**config.mk**
```make
export PLATFORM = sky130hd
export DESIGN_NAME = accel_bcd_formatter_flat
export DESIGN_NICKNAME = d
export VERILOG_FILES = /design/src/rtl/accel_bcd_formatter_if.sv /design/src/rtl/accel_bcd_formatter.sv /design/src/flat_wrapper.sv
export SDC_FILE = /design/constraint.sdc
export NUM_CORES = 1
export LEC_CHECK = 0
export BUFFER_PORTS_ARGS = -buffer_cell sky130_fd_sc_hd__buf_4
export CORE_UTILIZATION = 25
export CTS_CLUSTER_SIZE = 30
export DETAILED_ROUTE_END_ITERATION = 8
export PLACE_DENSITY = 0.45
export SLEW_MARGIN = 40
export SYNTH_ARGS = -nofsm -noshare
export SYNTH_HDL_FRONTEND = slang
export SYNTH_SLANG_ARGS = --single-unit
```
**constraint.sdc**
```tcl
create_clock -name clk -period 3.2 [get_ports clk]
set_input_delay 0.16 -clock clk [delete_from_list [all_inputs] [get_ports clk]]
set_output_delay 0.16 -clock clk [all_outputs]
set_load 0.05 [all_outputs]
```
**src/rtl/accel_bcd_formatter_if.sv**
```systemverilog
// ============================================================================
// accel_bcd_formatter_if : sample-in / BCD-out bundle for accel_bcd_formatter
// Revision: 1.0 - initial release
// ============================================================================
`default_nettype none

interface accel_bcd_formatter_if #(
  parameter int DATA_W = 16
);
  logic              data_update;
  logic [DATA_W-1:0] data_x;
  logic [DATA_W-1:0] data_y;
  logic [11:0]       x_bcd;
  logic [11:0]       y_bcd;
  logic              x_neg;
  logic              y_neg;
  logic              x_sat;
  logic              y_sat;
  logic              disp_valid;
  logic              busy;
  logic              overrun;

  // Upstream sample source / display consumer
  modport master (
    output data_update, data_x, data_y,
    input  x_bcd, y_bcd, x_neg, y_neg, x_sat, y_sat, disp_valid, busy, overrun
  );

  // The formatter itself
  modport slave (
    input  data_update, data_x, data_y,
    output x_bcd, y_bcd, x_neg, y_neg, x_sat, y_sat, disp_valid, busy, overrun
  );
endinterface

`default_nettype wire

```
**src/rtl/accel_bcd_formatter.sv**
```systemverilog
// ============================================================================
// accel_bcd_formatter : averages signed X/Y samples, converts to sign + BCD
// Revision: 1.0 - initial release
// ============================================================================
`default_nettype none

module accel_bcd_formatter #(
  parameter int DATA_W   = 16,
  parameter int AVG_LOG2 = 2,
  parameter int BIN_W    = 10
) (
  input  wire logic               clk,
  input  wire logic               reset,
  accel_bcd_formatter_if.slave    bus
);

  localparam int SUM_W  = DATA_W + AVG_LOG2;
  localparam int MAG_W  = DATA_W + 1;
  localparam int CNT_W  = (AVG_LOG2 > 0) ? AVG_LOG2 : 1;
  localparam int STEP_W = $clog2(BIN_W + 1);
  localparam logic [CNT_W-1:0]  CNT_LAST  = CNT_W'((1 << AVG_LOG2) - 1);
  localparam logic [STEP_W-1:0] STEP_LAST = STEP_W'(BIN_W - 1);
  localparam logic [MAG_W-1:0]  MAG_MAX   = MAG_W'(999);

  typedef enum logic [0:0] {
    S_IDLE = 1'b0,
    S_CONV = 1'b1
  } state_e;

  function automatic logic [11:0] dd_adj(input logic [11:0] b);
    logic [11:0] r;
    for (int i = 0; i < 3; i++)
      r[4*i +: 4] = (b[4*i +: 4] >= 4'd5) ? b[4*i +: 4] + 4'd3 : b[4*i +: 4];
    return r;
  endfunction

  // Extra bit so that the most negative sample has a representable magnitude
  function automatic logic [MAG_W-1:0] abs_mag(input logic signed [DATA_W-1:0] a);
    logic signed [MAG_W-1:0] e;
    e = MAG_W'(a);
    return a[DATA_W-1] ? MAG_W'(-e) : MAG_W'(e);
  endfunction

  state_e                    state_q, state_d;
  logic                      upd_q;
  logic signed [SUM_W-1:0]   acc_x_q, acc_x_d, acc_y_q, acc_y_d;
  logic [CNT_W-1:0]          cnt_q, cnt_d;
  logic [STEP_W-1:0]         step_q, step_d;
  logic [BIN_W-1:0]          x_bin_q, x_bin_d, y_bin_q, y_bin_d;
  logic [11:0]               x_dd_q, x_dd_d, y_dd_q, y_dd_d;
  logic                      x_negp_q, x_negp_d, y_negp_q, y_negp_d;
  logic                      x_satp_q, x_satp_d, y_satp_q, y_satp_d;
  logic [11:0]               x_bcd_q, x_bcd_d, y_bcd_q, y_bcd_d;
  logic                      x_neg_q, x_neg_d, y_neg_q, y_neg_d;
  logic                      x_sat_q, x_sat_d, y_sat_q, y_sat_d;
  logic                      dv_q, dv_d;
  logic                      ovr_q, ovr_d;

  logic                      w_edge;
  logic signed [SUM_W-1:0]   w_sum_x, w_sum_y;
  logic signed [DATA_W-1:0]  w_avg_x, w_avg_y;
  logic [MAG_W-1:0]          w_mag_x, w_mag_y;
  logic [BIN_W+11:0]         w_x_step, w_y_step;

  assign w_edge   = bus.data_update & ~upd_q;
  assign w_sum_x  = acc_x_q + SUM_W'($signed(bus.data_x));
  assign w_sum_y  = acc_y_q + SUM_W'($signed(bus.data_y));
  assign w_avg_x  = DATA_W'(w_sum_x >>> AVG_LOG2);
  assign w_avg_y  = DATA_W'(w_sum_y >>> AVG_LOG2);
  assign w_mag_x  = abs_mag(w_avg_x);
  assign w_mag_y  = abs_mag(w_avg_y);
  assign w_x_step = {dd_adj(x_dd_q), x_bin_q} << 1;
  assign w_y_step = {dd_adj(y_dd_q), y_bin_q} << 1;

  always_comb begin
    state_d  = state_q;
    acc_x_d  = acc_x_q;
    acc_y_d  = acc_y_q;
    cnt_d    = cnt_q;
    step_d   = step_q;
    x_bin_d  = x_bin_q;
    y_bin_d  = y_bin_q;
    x_dd_d   = x_dd_q;
    y_dd_d   = y_dd_q;
    x_negp_d = x_negp_q;
    y_negp_d = y_negp_q;
    x_satp_d = x_satp_q;
    y_satp_d = y_satp_q;
    x_bcd_d  = x_bcd_q;
    y_bcd_d  = y_bcd_q;
    x_neg_d  = x_neg_q;
    y_neg_d  = y_neg_q;
    x_sat_d  = x_sat_q;
    y_sat_d  = y_sat_q;
    dv_d     = 1'b0;
    ovr_d    = ovr_q;

    case (state_q)
      S_IDLE: begin
        if (w_edge) begin
          if (cnt_q == CNT_LAST) begin
            acc_x_d  = '0;
            acc_y_d  = '0;
            cnt_d    = '0;
            step_d   = '0;
            x_dd_d   = '0;
            y_dd_d   = '0;
            x_bin_d  = w_mag_x[BIN_W-1:0];
            y_bin_d  = w_mag_y[BIN_W-1:0];
            x_negp_d = w_avg_x[DATA_W-1];
            y_negp_d = w_avg_y[DATA_W-1];
            x_satp_d = (w_mag_x > MAG_MAX);
            y_satp_d = (w_mag_y > MAG_MAX);
            state_d  = S_CONV;
          end else begin
            acc_x_d = w_sum_x;
            acc_y_d = w_sum_y;
            cnt_d   = cnt_q + CNT_W'(1);
          end
        end
      end

      S_CONV: begin
        if (w_edge)
          ovr_d = 1'b1;
        {x_dd_d, x_bin_d} = w_x_step;
        {y_dd_d, y_bin_d} = w_y_step;
        step_d = step_q + STEP_W'(1);
        if (step_q == STEP_LAST) begin
          x_bcd_d = x_satp_q ? 12'h999 : w_x_step[BIN_W +: 12];
          y_bcd_d = y_satp_q ? 12'h999 : w_y_step[BIN_W +: 12];
          x_neg_d = x_negp_q;
          y_neg_d = y_negp_q;
          x_sat_d = x_satp_q;
          y_sat_d = y_satp_q;
          dv_d    = 1'b1;
          state_d = S_IDLE;
        end
      end

      default: state_d = S_IDLE;
    endcase
  end

  always_ff @(posedge clk) begin
    if (reset) begin
      state_q  <= S_IDLE;
      upd_q    <= 1'b0;
      acc_x_q  <= '0;
      acc_y_q  <= '0;
      cnt_q    <= '0;
      step_q   <= '0;
      x_bin_q  <= '0;
      y_bin_q  <= '0;
      x_dd_q   <= '0;
      y_dd_q   <= '0;
      x_negp_q <= 1'b0;
      y_negp_q <= 1'b0;
      x_satp_q <= 1'b0;
      y_satp_q <= 1'b0;
      x_bcd_q  <= '0;
      y_bcd_q  <= '0;
      x_neg_q  <= 1'b0;
      y_neg_q  <= 1'b0;
      x_sat_q  <= 1'b0;
      y_sat_q  <= 1'b0;
      dv_q     <= 1'b0;
      ovr_q    <= 1'b0;
    end else begin
      state_q  <= state_d;
      upd_q    <= bus.data_update;
      acc_x_q  <= acc_x_d;
      acc_y_q  <= acc_y_d;
      cnt_q    <= cnt_d;
      step_q   <= step_d;
      x_bin_q  <= x_bin_d;
      y_bin_q  <= y_bin_d;
      x_dd_q   <= x_dd_d;
      y_dd_q   <= y_dd_d;
      x_negp_q <= x_negp_d;
      y_negp_q <= y_negp_d;
      x_satp_q <= x_satp_d;
      y_satp_q <= y_satp_d;
      x_bcd_q  <= x_bcd_d;
      y_bcd_q  <= y_bcd_d;
      x_neg_q  <= x_neg_d;
      y_neg_q  <= y_neg_d;
      x_sat_q  <= x_sat_d;
      y_sat_q  <= y_sat_d;
      dv_q     <= dv_d;
      ovr_q    <= ovr_d;
    end
  end

  assign bus.x_bcd      = x_bcd_q;
  assign bus.y_bcd      = y_bcd_q;
  assign bus.x_neg      = x_neg_q;
  assign bus.y_neg      = y_neg_q;
  assign bus.x_sat      = x_sat_q;
  assign bus.y_sat      = y_sat_q;
  assign bus.disp_valid = dv_q;
  assign bus.busy       = (state_q == S_CONV);
  assign bus.overrun    = ovr_q;

endmodule

`default_nettype wire

```
**src/flat_wrapper.sv**
```systemverilog
// flat-port wrapper written by rule: the top's interface ports become plain ports
module accel_bcd_formatter_flat 
#(
  parameter int DATA_W   = 16,
  parameter int AVG_LOG2 = 2,
  parameter int BIN_W    = 10
)
  (clk, reset, bus_data_update, bus_data_x, bus_data_y, bus_x_bcd, bus_y_bcd, bus_x_neg, bus_y_neg, bus_x_sat, bus_y_sat, bus_disp_valid, bus_busy, bus_overrun);
  accel_bcd_formatter_if #(.DATA_W(DATA_W)) bus_i ();
  input  wire logic clk;
  input  wire logic reset;
  input wire logic [$bits(bus_i.data_update)-1:0] bus_data_update;
  input wire logic [$bits(bus_i.data_x)-1:0] bus_data_x;
  input wire logic [$bits(bus_i.data_y)-1:0] bus_data_y;
  output wire logic [$bits(bus_i.x_bcd)-1:0] bus_x_bcd;
  output wire logic [$bits(bus_i.y_bcd)-1:0] bus_y_bcd;
  output wire logic [$bits(bus_i.x_neg)-1:0] bus_x_neg;
  output wire logic [$bits(bus_i.y_neg)-1:0] bus_y_neg;
  output wire logic [$bits(bus_i.x_sat)-1:0] bus_x_sat;
  output wire logic [$bits(bus_i.y_sat)-1:0] bus_y_sat;
  output wire logic [$bits(bus_i.disp_valid)-1:0] bus_disp_valid;
  output wire logic [$bits(bus_i.busy)-1:0] bus_busy;
  output wire logic [$bits(bus_i.overrun)-1:0] bus_overrun;
  assign bus_i.data_update = bus_data_update;
  assign bus_i.data_x = bus_data_x;
  assign bus_i.data_y = bus_data_y;
  assign bus_x_bcd = bus_i.x_bcd;
  assign bus_y_bcd = bus_i.y_bcd;
  assign bus_x_neg = bus_i.x_neg;
  assign bus_y_neg = bus_i.y_neg;
  assign bus_x_sat = bus_i.x_sat;
  assign bus_y_sat = bus_i.y_sat;
  assign bus_disp_valid = bus_i.disp_valid;
  assign bus_busy = bus_i.busy;
  assign bus_overrun = bus_i.overrun;
  accel_bcd_formatter #(.DATA_W(DATA_W), .AVG_LOG2(AVG_LOG2), .BIN_W(BIN_W)) u_core (.clk(clk), .reset(reset), .bus(bus_i));
endmodule
```
Yosys cells after proc, flatten, opt, wreduce, memory -nomap -nowiden
Index checks and enable logic that the tools add are counted.

Bits in registers: 122. Bits in latches: 0. Memory bits (writable): 0. Memory bits (read-only): 0. Input port bits: 35. Output and inout port bits: 31. Memories kept: 0.

Add/sub/neg operators: 12. $mul: 0. Divide/modulo/power cells: 0. Order comparisons: 8. Eq/ne operators: 4. Shifts and indexed selects: 0. Muxes and demuxes: 31. Bitwise operators: 3. Reduce and logical (&&, ||, !) cells: 6.

Operators with widths (number): two-way mux 12 bit (4); one-hot mux 12 bit (2 select lines) (2); two-way mux 10 bit (4); one-hot mux 10 bit (2 select lines) (2); adder 18 x 16 -> 18 bit (2); two-way mux 18 bit (2); > comparator 17 x 10 -> 1 bit, second input constant (2); two-way mux 17 bit (2); negation 16 -> 17 bit (2); >= comparator 4 x 3 -> 1 bit, second input constant (6); two-way mux 4 bit (6); adder 4 x 2 -> 4 bit, second input constant (4); one-hot mux 4 bit (2 select lines) (1); AND reduction 2 bit (4); adder 3 x 2 -> 3 bit, second input constant (2); two-way mux 3 bit (2); adder 4 x 1 -> 4 bit, second input constant (1); == test 4 bit, second input constant (1); two-way mux 1 bit (4); != test 2 x 1 -> 1 bit, second input constant (2); AND reduction 3 bit (1); adder 2 x 1 -> 2 bit, second input constant (1); == test 2 bit, second input constant (1); two-way mux 2 bit (1); 4 further kinds (5).

Depth between registers and ports, before layout
Gate-level depths: netlist of the first run.

Word-level depth: 6. Depth in mapped cells: 14. Mapped depth without buffers: 13.

Worst setup path before layout of the first run
No wires, ideal clock.

Path kind: flip-flop to flip-flop. From: register u_core.acc_x_q[0]. To: register u_core.x_satp_q. Arrival time: 3.093 ns. Required time: 3.061 ns. Setup slack: -0.032 ns. Stages on the path, launching flop included: 14. Buffers on the path: 0. Cells stage by stage: dfxtp_1 > ha_1 > inv_1 > fa_1 > nand2b_1 > a21o_1 > a311oi_4 > o21ai_0 > nand4bb_1 > nor4_2 > xnor2_1 > a22oi_2 > a2111oi_2 > a311oi_1.

Word-level cells in the longest chain between the ends: 4.

RTL lines: start: declaration (line accel_bcd_formatter.sv:46) `logic signed [SUM_W-1:0] acc_x_q, acc_x_d, acc_y_q, acc_y_d;`; start signal: assignment (line accel_bcd_formatter.sv:149) `acc_x_q <= '0;`; start signal: assignment (line accel_bcd_formatter.sv:172) `acc_x_q <= acc_x_d;`; adder 18 x 16 -> 18 bit * (line accel_bcd_formatter.sv:66) `assign w_sum_x = acc_x_q + SUM_W'($signed(bus.data_x));`; negation 16 -> 17 bit (line accel_bcd_formatter.sv:41) `return a[DATA_W-1] ? MAG_W'(-e) : MAG_W'(e);`; two-way mux 17 bit * (line accel_bcd_formatter.sv:41); > comparator 17 x 10 -> 1 bit * (line accel_bcd_formatter.sv:112) `x_satp_d = (w_mag_x > MAG_MAX);`; end signal: assignment (line accel_bcd_formatter.sv:182) `x_satp_q <= x_satp_d;`; end: declaration (line accel_bcd_formatter.sv:52) `logic x_satp_q, x_satp_d, y_satp_q, y_satp_d;`.

Every way passes the cells marked *; elsewhere a longest branch is shown, timed or not. A chain may end at the register's enable or synchronous reset.

Worst setup path after layout of the first run
Same ends and word-level chain as after synthesis.

==> impl_metrics.toml, run 1 <==
[status]
status = "finished clean"

[routing]
drt_pass1_iterations = 8
ant_nets = 0
vias_per_cell = 4.84
wl_um = 21500
vias = 7045
routedWlPerCell_um = 14.8
drt-initial-drc-count = 477
drc = 0

[synth]
synth_top_family_by_area = "compound AO/OA/AOI/OAI gates"
syn_area_per_cell_um2 = 8.17
synth_xor_area_frac = 0.0594
synth_nets = 1024
async_reset_ff_frac = 0
synthTopCellsByArea = "dfxtp_1 (32%), ha_1 (8.3%), nor2_1 (8.2%)"
synth_ff_type = "dfxtp_1"
synth-compound-area-share = 0.266
synth_mux_area_frac = 0.0157
synth-simple-area-share = 0.210
synth_top_area_frac = 0.319
synth.yosys.seq_area_share = 0.319
netlist_area_mm2 = 0.00765
yosysUniqueCellTypes = 82
synthAdderAreaFrac = 0.0886
syn_inst = 936
synth_edf_count = 0
yosys_warnings = 0
ys_seq_elements = 122
synth_top_area_cell = "dfxtp_1"

[sta]
worstMarginPinSlew_ns = 0.772
rsz0062_at_grt = "yes"
drv_slew = 0
finalHoldViolCount = 0
fin_skew_ns = 0.0174
whs_ns = 0.285
finalCritPeriodShare = 0.994
setup_violations = 0
max_slew_margin = 0.485
finalCriticalPeriod_ns = 3.18
tns_ns = 0
fmax_mhz = 314

[clock_network]
cts_buffers = 17
cts.sinks = 122
path_clk_slew_ns = 0.07
cts_tree = "yes"
clock_latency_ns = 0.43
root_buffer = "clkbuf_16"
htreeDepth = 4
clk_path_buf_depth = 2

[global_routing]
grt_max_degree = 67
grt_pass1_vias = 6720
grt_pass1_wl_um = 35300
grt_overflow = 0
antenna_found_initial = 0
track_usage = 0.141

[setup_path]
required_ns = 3.46
slowest_delay_ns = 0.40
end_kind = "flip-flop"
cpMaxStageDelayCell = "a2111oi_4"
crit_type = "reg -> reg"
crit_fanout = 4
setup.worst_path.start_class = "flip-flop"
worstPathCellList = "ha_4 > inv_2 > fa_2 > nand2b_4 > a21o_1 > buf_6 > a311oi_4 > o2111ai_4 > nor4_4 > nand4b_4 > nor3b_2 > o211ai_1 > a2111oi_4 > a311oi_1"
worst_ep_arrival_time_ns = 3.45

[floorplan]
coreArea_mm2 = 0.0299
start_util = 0.256
die_h_um = 177
die-area_mm2 = 0.0313
ios = 66
row_count = 63
die_w_um = 177

[finish]
syn2layout_area_growth_pct = 30.2
drive_gt1_frac = 0.228
utilization = 0.334
nNetsFinal = 1140
diodes = 0

[power]
p_seq_frac = 0.306
clkPwrFrac = 0.377
p_leak_nw = 4.06
internal_power_w = 0.00345
p_switching_w = 0.00180
power_density_mw_per_mm2 = 527
p_sw_frac = 0.343
pwr-share-comb = 0.317
vdd_ir_drop_max_v = 0.000349

[flow_run]
maxCapViolCount = 0

[place]
gp_congestion = 0.764
io_buffer_count = 65
dp_hpwl_um = 15500

[min_path]
min_path_type = "in -> reg"
-- layout make-up --
type	instances	area, um^2
well taps	390	488
clock inverters	15	173
inverters	30	113
clock buffers	17	425
flip-flops and latches	122	2450
fillers	3153	19900
repair buffers	149	1140
multi-input cells	732	5180
-- critical path: cells and delay by family (launching register included) --
| kind | cells | cell delay [ns] |
|---|---|---|
| buffers and inverters | 2 | 0.16 |
| AND/OR/NAND/NOR | 4 | 0.72 |
| AO/OA/AOI/OAI | 6 | 1.33 |
| flip-flops | 1 | 0.35 |
| adder cells (fa/ha/maj) | 2 | 0.47 |
-- flip-flops by register name (all words and copies together) (netlist names), 2 cells and up --
name / flops
u_core.step_q: 4
u_core.y_bin_q: 10
u_core.x_bin_q: 10
u_core.x_dd_q: 12
u_core.acc_y_q: 18
u_core.cnt_q: 2
u_core.bus.y_bcd: 12
u_core.bus.x_bcd: 12
u_core.acc_x_q: 18
u_core.y_dd_q: 12
-- layout by cell type (no fill, tap or decap), drive strengths merged, types with 3 or more instances in the layout --
cell type,synthesis,final
a21oi,73,73
a311oi,3,3
mux2i,12,12
nor3b,7,7
nor2,167,167
o21ai,30,30
a2111oi,4,4
nand4,5,5
or3,4,4
xor2,17,17
a222oi,16,16
nand2,59,59
nand3,14,14
dfxtp,122,122
a22oi,60,60
xnor2,34,34
and2,4,4
nor2b,17,17
clkbuf,45,17
o211ai,10,10
o21a,7,7
nor3,21,21
a211oi,18,18
a31oi,5,5
o21bai,3,3
ha,51,51
buf,7,148
nand2b,15,15
o22ai,7,7
and3,7,7
a21o,12,12
nand4b,3,3
a211o,3,3
o31ai,4,4
inv,30,41
nor4,5,5
-- cell usage after synthesis (3+ instances only) --
master and number:
clkbuf_1 45, a21oi_1 72, xor2_1 16, buf_2 4, nor3_1 21, o21ai_0 27, nand2_1 59, a211oi_2 3
a222oi_1 16, o21bai_1 3, o31ai_1 3, a22oi_1 59, a211oi_1 13, a21o_1 12, and3_1 7, ha_1 51
nand4_1 5, and2_1 4, a211o_1 3, dfxtp_1 122, o22ai_1 7, nor3b_1 7, o21ai_1 3, nand3_1 14
nor2b_1 17, nor4_1 3, a31oi_1 5, nand2b_1 15, xnor2_1 34, mux2i_1 12, nor2_1 167, or3_1 3
o21a_1 7, o211ai_1 9, inv_1 30
-- power groups by stage --
stage          Combinational, W  Clock [W]  Sequential [W]
3_3_place_gp            0.00156          0         0.00164
2_1_floorplan           0.00105          0         0.00163
5_1_grt                 0.00186    0.00209         0.00161
6_report                0.00166    0.00198         0.00160
3_5_place_dp            0.00156          0         0.00164
4_1_cts                 0.00160    0.00203         0.00160
-- through the flow --
stage / setup WS [ns] / total power (W) / area, um^2 / cells
after global placement: -0.0740 / 0.00319 / 9050 / 1419
after CTS: -0.0244 / 0.00523 / 9750 / 1452
after global routing: -0.121 / 0.00555 / 9960 / 1455
final: 0.0180 / 0.00525 / 9960 / 1455
after floorplan: 0.0160 / 0.00267 / 7650 / 936
after detailed placement: -0.148 / 0.00319 / 9050 / 1419
-- routing by layer --
metal / GRT usage / wire length [um] / up-vias
li1: - / - / 3628
met1: 0.199 / 11100 / 3308
met2: 0.223 / 9510 / 100
met3: 0.0228 / 688 / 9
met4: 0.0313 / 176 / 0
met5: 0 / 0 / -
-- kinds of logic after synthesis --
| family | Yosys count |
|---|---|
| buffers and inverters | 82 |
| adders and majority gates | 53 |
| AOI/OAI and AO/OA | 275 |
| DFF | 122 |
| and+or+nand+nor | 341 |
| xor gates and xnor gates | 51 |
| muxes | 12 |
-- worst paths after layout --
path,from,end,slack [ns],cells after the start
max,u_core.acc_x_q[0],u_core.x_satp_q,0.02,14
min,reset,u_core.bus.x_bcd[6],0.29,2
max reg2reg,u_core.acc_x_q[0],u_core.x_satp_q,0.02,14
min reg2reg,u_core.y_negp_q,u_core.bus.y_neg,0.46,2
-- repair_timing --
action | in CTS | in global routing
endpoints found under the hold margin | 1 | 0
pin swaps | 6 | 19
buffers inserted | 0 | 3
hold buffers | 1 | 0
setup endpoints to repair | 7 | 15
resized for setup | 17 | 32
(Power assumes the default switching activity.)
==> inputs of run 2 (changes only) <==
--- a/config.mk
+++ b/config.mk
@@ -9,7 +9,8 @@
 export CORE_UTILIZATION = 25
 export CTS_CLUSTER_SIZE = 30
 export DETAILED_ROUTE_END_ITERATION = 8
-export PLACE_DENSITY = 0.45
+export HOLD_SLACK_MARGIN = 0.06
+export PLACE_DENSITY = 0.44
 export SLEW_MARGIN = 40
 export SYNTH_ARGS = -nofsm -noshare
 export SYNTH_HDL_FRONTEND = slang
==> constraint.sdc (replaced) <==
create_clock -name clk -period 3.1 [get_ports clk]
set_input_delay 0.155 -clock clk [delete_from_list [all_inputs] [get_ports clk]]
set_output_delay 0.155 -clock clk [all_outputs]
set_load 0.05 [all_outputs]
==> run 2 against run 1 <==
- clock power about the same
- highest routed layer unchanged
- worst setup slack got worse by 0.050 ns
- hold slack got worse by 0.046 ns
- core utilization up 0.93 points
- the flow now finishes with violations (negative setup slack)
==> impl_metrics.toml, run 2 (same netlist as run 1, synthesis figures left out) <==
[finish]
mostFrequentLayoutCells = "buf_4 (174), nor2_1 (165), dfxtp_1 (120)"
drive_gt1_frac = 0.257
nNetsFinal = 1172
syn2layout_area_growth_pct = 33.8
final_common_cell = "buf_4"
utilization = 0.343
fillCellCount = 3121
diodes = 0
final_cell_count_no_fill = 1487
reg.largest.list = "u_core.acc_x_q x18, u_core.acc_y_q x18"

[global_routing]
grt_pass1_wl_um = 36400
grt_overflow = 0
antenna_found_initial = 0
grt_max_degree = 60
track_usage = 0.146
grt_pass1_vias = 7062

[clock_network]
path_clk_slew_ns = 0.06
htreeDepth = 4
cts.sinks = 122
cts_tree = "yes"
root_buffer = "clkbuf_16"
clock_latency_ns = 0.43
cts_buffers = 17
clk_path_buf_depth = 2

[routing]
drc = 0
vias = 7256
wl_um = 22300
vias_per_cell = 4.88
drt_pass1_iterations = 6
drt-initial-drc-count = 417
routedWlPerCell_um = 15.0
ant_nets = 0

[status]
violations = "negative setup slack"
status = "finished with violations"

[place]
dp_cells = 1443
gp_congestion = 0.778
io_buffer_count = 65
dp_hpwl_um = 15900

[floorplan]
coreArea_mm2 = 0.0299
ios = 66
die-area_mm2 = 0.0313
die_w_um = 177
start_util = 0.256
row_count = 63
die_h_um = 177

[sta]
drv_slew = 0
finalHoldViolCount = 0
setup_violations = 1
finalCritPeriodShare = 1.01
rsz0062_at_grt = "yes"
worstMarginPinSlew_ns = 0.781
max_slew_margin = 0.479
fin_skew_ns = 0.0143
fin_ws_ns = -0.0325
fmax_mhz = 319
finalCriticalPeriod_ns = 3.13

[setup_path]
required_ns = 3.36
end_kind = "flip-flop"
worstPathCellList = "ha_1 > o211ai_1 > a211o_1 > o22a_1 > a21oi_1 > xnor2_1 > buf_4 > nand4b_4 > nor3b_2 > o211ai_1 > a2111oi_4 > a311oi_1"
worst_ep_arrival_time_ns = 3.39
setup.worst_path.start_class = "flip-flop"
path_delay_family = "compound AO/OA/AOI/OAI gates"
crit_fanout = 4
cp_num_buf_inv = 1
crit_type = "reg -> reg"
slowest_delay_ns = 0.39
cpMaxStageDelayCell = "ha_1"
cpMostUsedCell = "o211ai_1"

[power]
p_seq_frac = 0.301
internal_power_w = 0.00358
power_density_mw_per_mm2 = 537
p_sw_frac = 0.348
vdd_ir_drop_max_v = 0.000362
p_leak_nw = 4.21
pwr-share-comb = 0.344
clkPwrFrac = 0.354
p_switching_w = 0.00191

[flow_run]
maxCapViolCount = 0

[min_path]
min_path_type = "in -> reg"
==> run 2: what timing repair did <==
action,CTS,global route
setup buffers,7,4
resized for setup,27,24
endpoints found under the setup margin,6,15
hold buffers,1,0
pin swaps,13,10
hold endpoints to repair,1,0
==> run 2: area by class of cell <==
class,instances,area (um^2),area share
inverters,30,113,0.0110
well taps,390,488,0.0477
clock buffers,17,425,0.0415
multi-input cells,732,5200,0.508
flip-flops and latches,122,2440,0.239
repair buffers,181,1420,0.139
clock inverters,15,148,0.0144
==> run 2: worst reg2reg max path: stages, from the launching register on <==
cell,delay (ns)
dfxtp_1,0.33
ha_1,0.39
o211ai_1,0.23
a211o_1,0.35
o22a_1,0.25
a21oi_1,0.19
xnor2_1,0.14
buf_4,0.15
nand4b_4,0.11
nor3b_2,0.20
o211ai_1,0.15
a2111oi_4,0.37
a311oi_1,0.12
==> run 2: worst paths after layout <==
| path | start | to | slack, ns | depth (start not counted) |
|---|---|---|---|---|
| hold / removal | bus_data_y[0] | u_core.acc_y_q[0] | 0.24 | 5 |
| hold reg to reg | u_core.x_negp_q | u_core.bus.x_neg | 0.45 | 2 |
| setup / recovery | u_core.acc_x_q[6] | u_core.x_satp_q | -0.03 | 12 |
| setup reg to reg | u_core.acc_x_q[6] | u_core.x_satp_q | -0.03 | 12 |
==> run 2: routing by layer <==
metal / global-route usage / vias up / wire (um)
met1: 0.203 / 3416 / 11400
met5: 0 / - / 0
met3: 0.0275 / 16 / 685
met4: 0.0388 / 0 / 221
met2: 0.229 / 120 / 9950
li1: - / 3704 / -
==> run 2: power groups by stage <==
| stage | logic [W] | clock network [W] | registers (W) |
|---|---|---|---|
| 6_report | 0.00189 | 0.00195 | 0.00166 |
| 5_1_grt | 0.00207 | 0.00207 | 0.00166 |
| 4_1_cts | 0.00183 | 0.00201 | 0.00166 |
| 3_5_place_dp | 0.00176 | 0 | 0.00169 |
| 3_3_place_gp | 0.00176 | 0 | 0.00169 |
| 2_1_floorplan | 0.00110 | 0 | 0.00168 |
==> run 2: per-stage QoR <==
step | instance area (um^2) | hold WS, ns | total power, W | setup TNS [ns] | setup slack, ns
finish | 10200 | 0.240 | 0.00550 | -0.0325 | -0.0325
floorplan | 7680 | 0.283 | 0.00278 | 0 | 0.0117
global placement | 9310 | 0.382 | 0.00345 | -0.166 | -0.0922
CTS | 10100 | 0.229 | 0.00549 | -0.0336 | -0.0336
detailed placement | 9310 | 0.383 | 0.00345 | -0.268 | -0.175
global route | 10200 | 0.307 | 0.00581 | -0.188 | -0.188
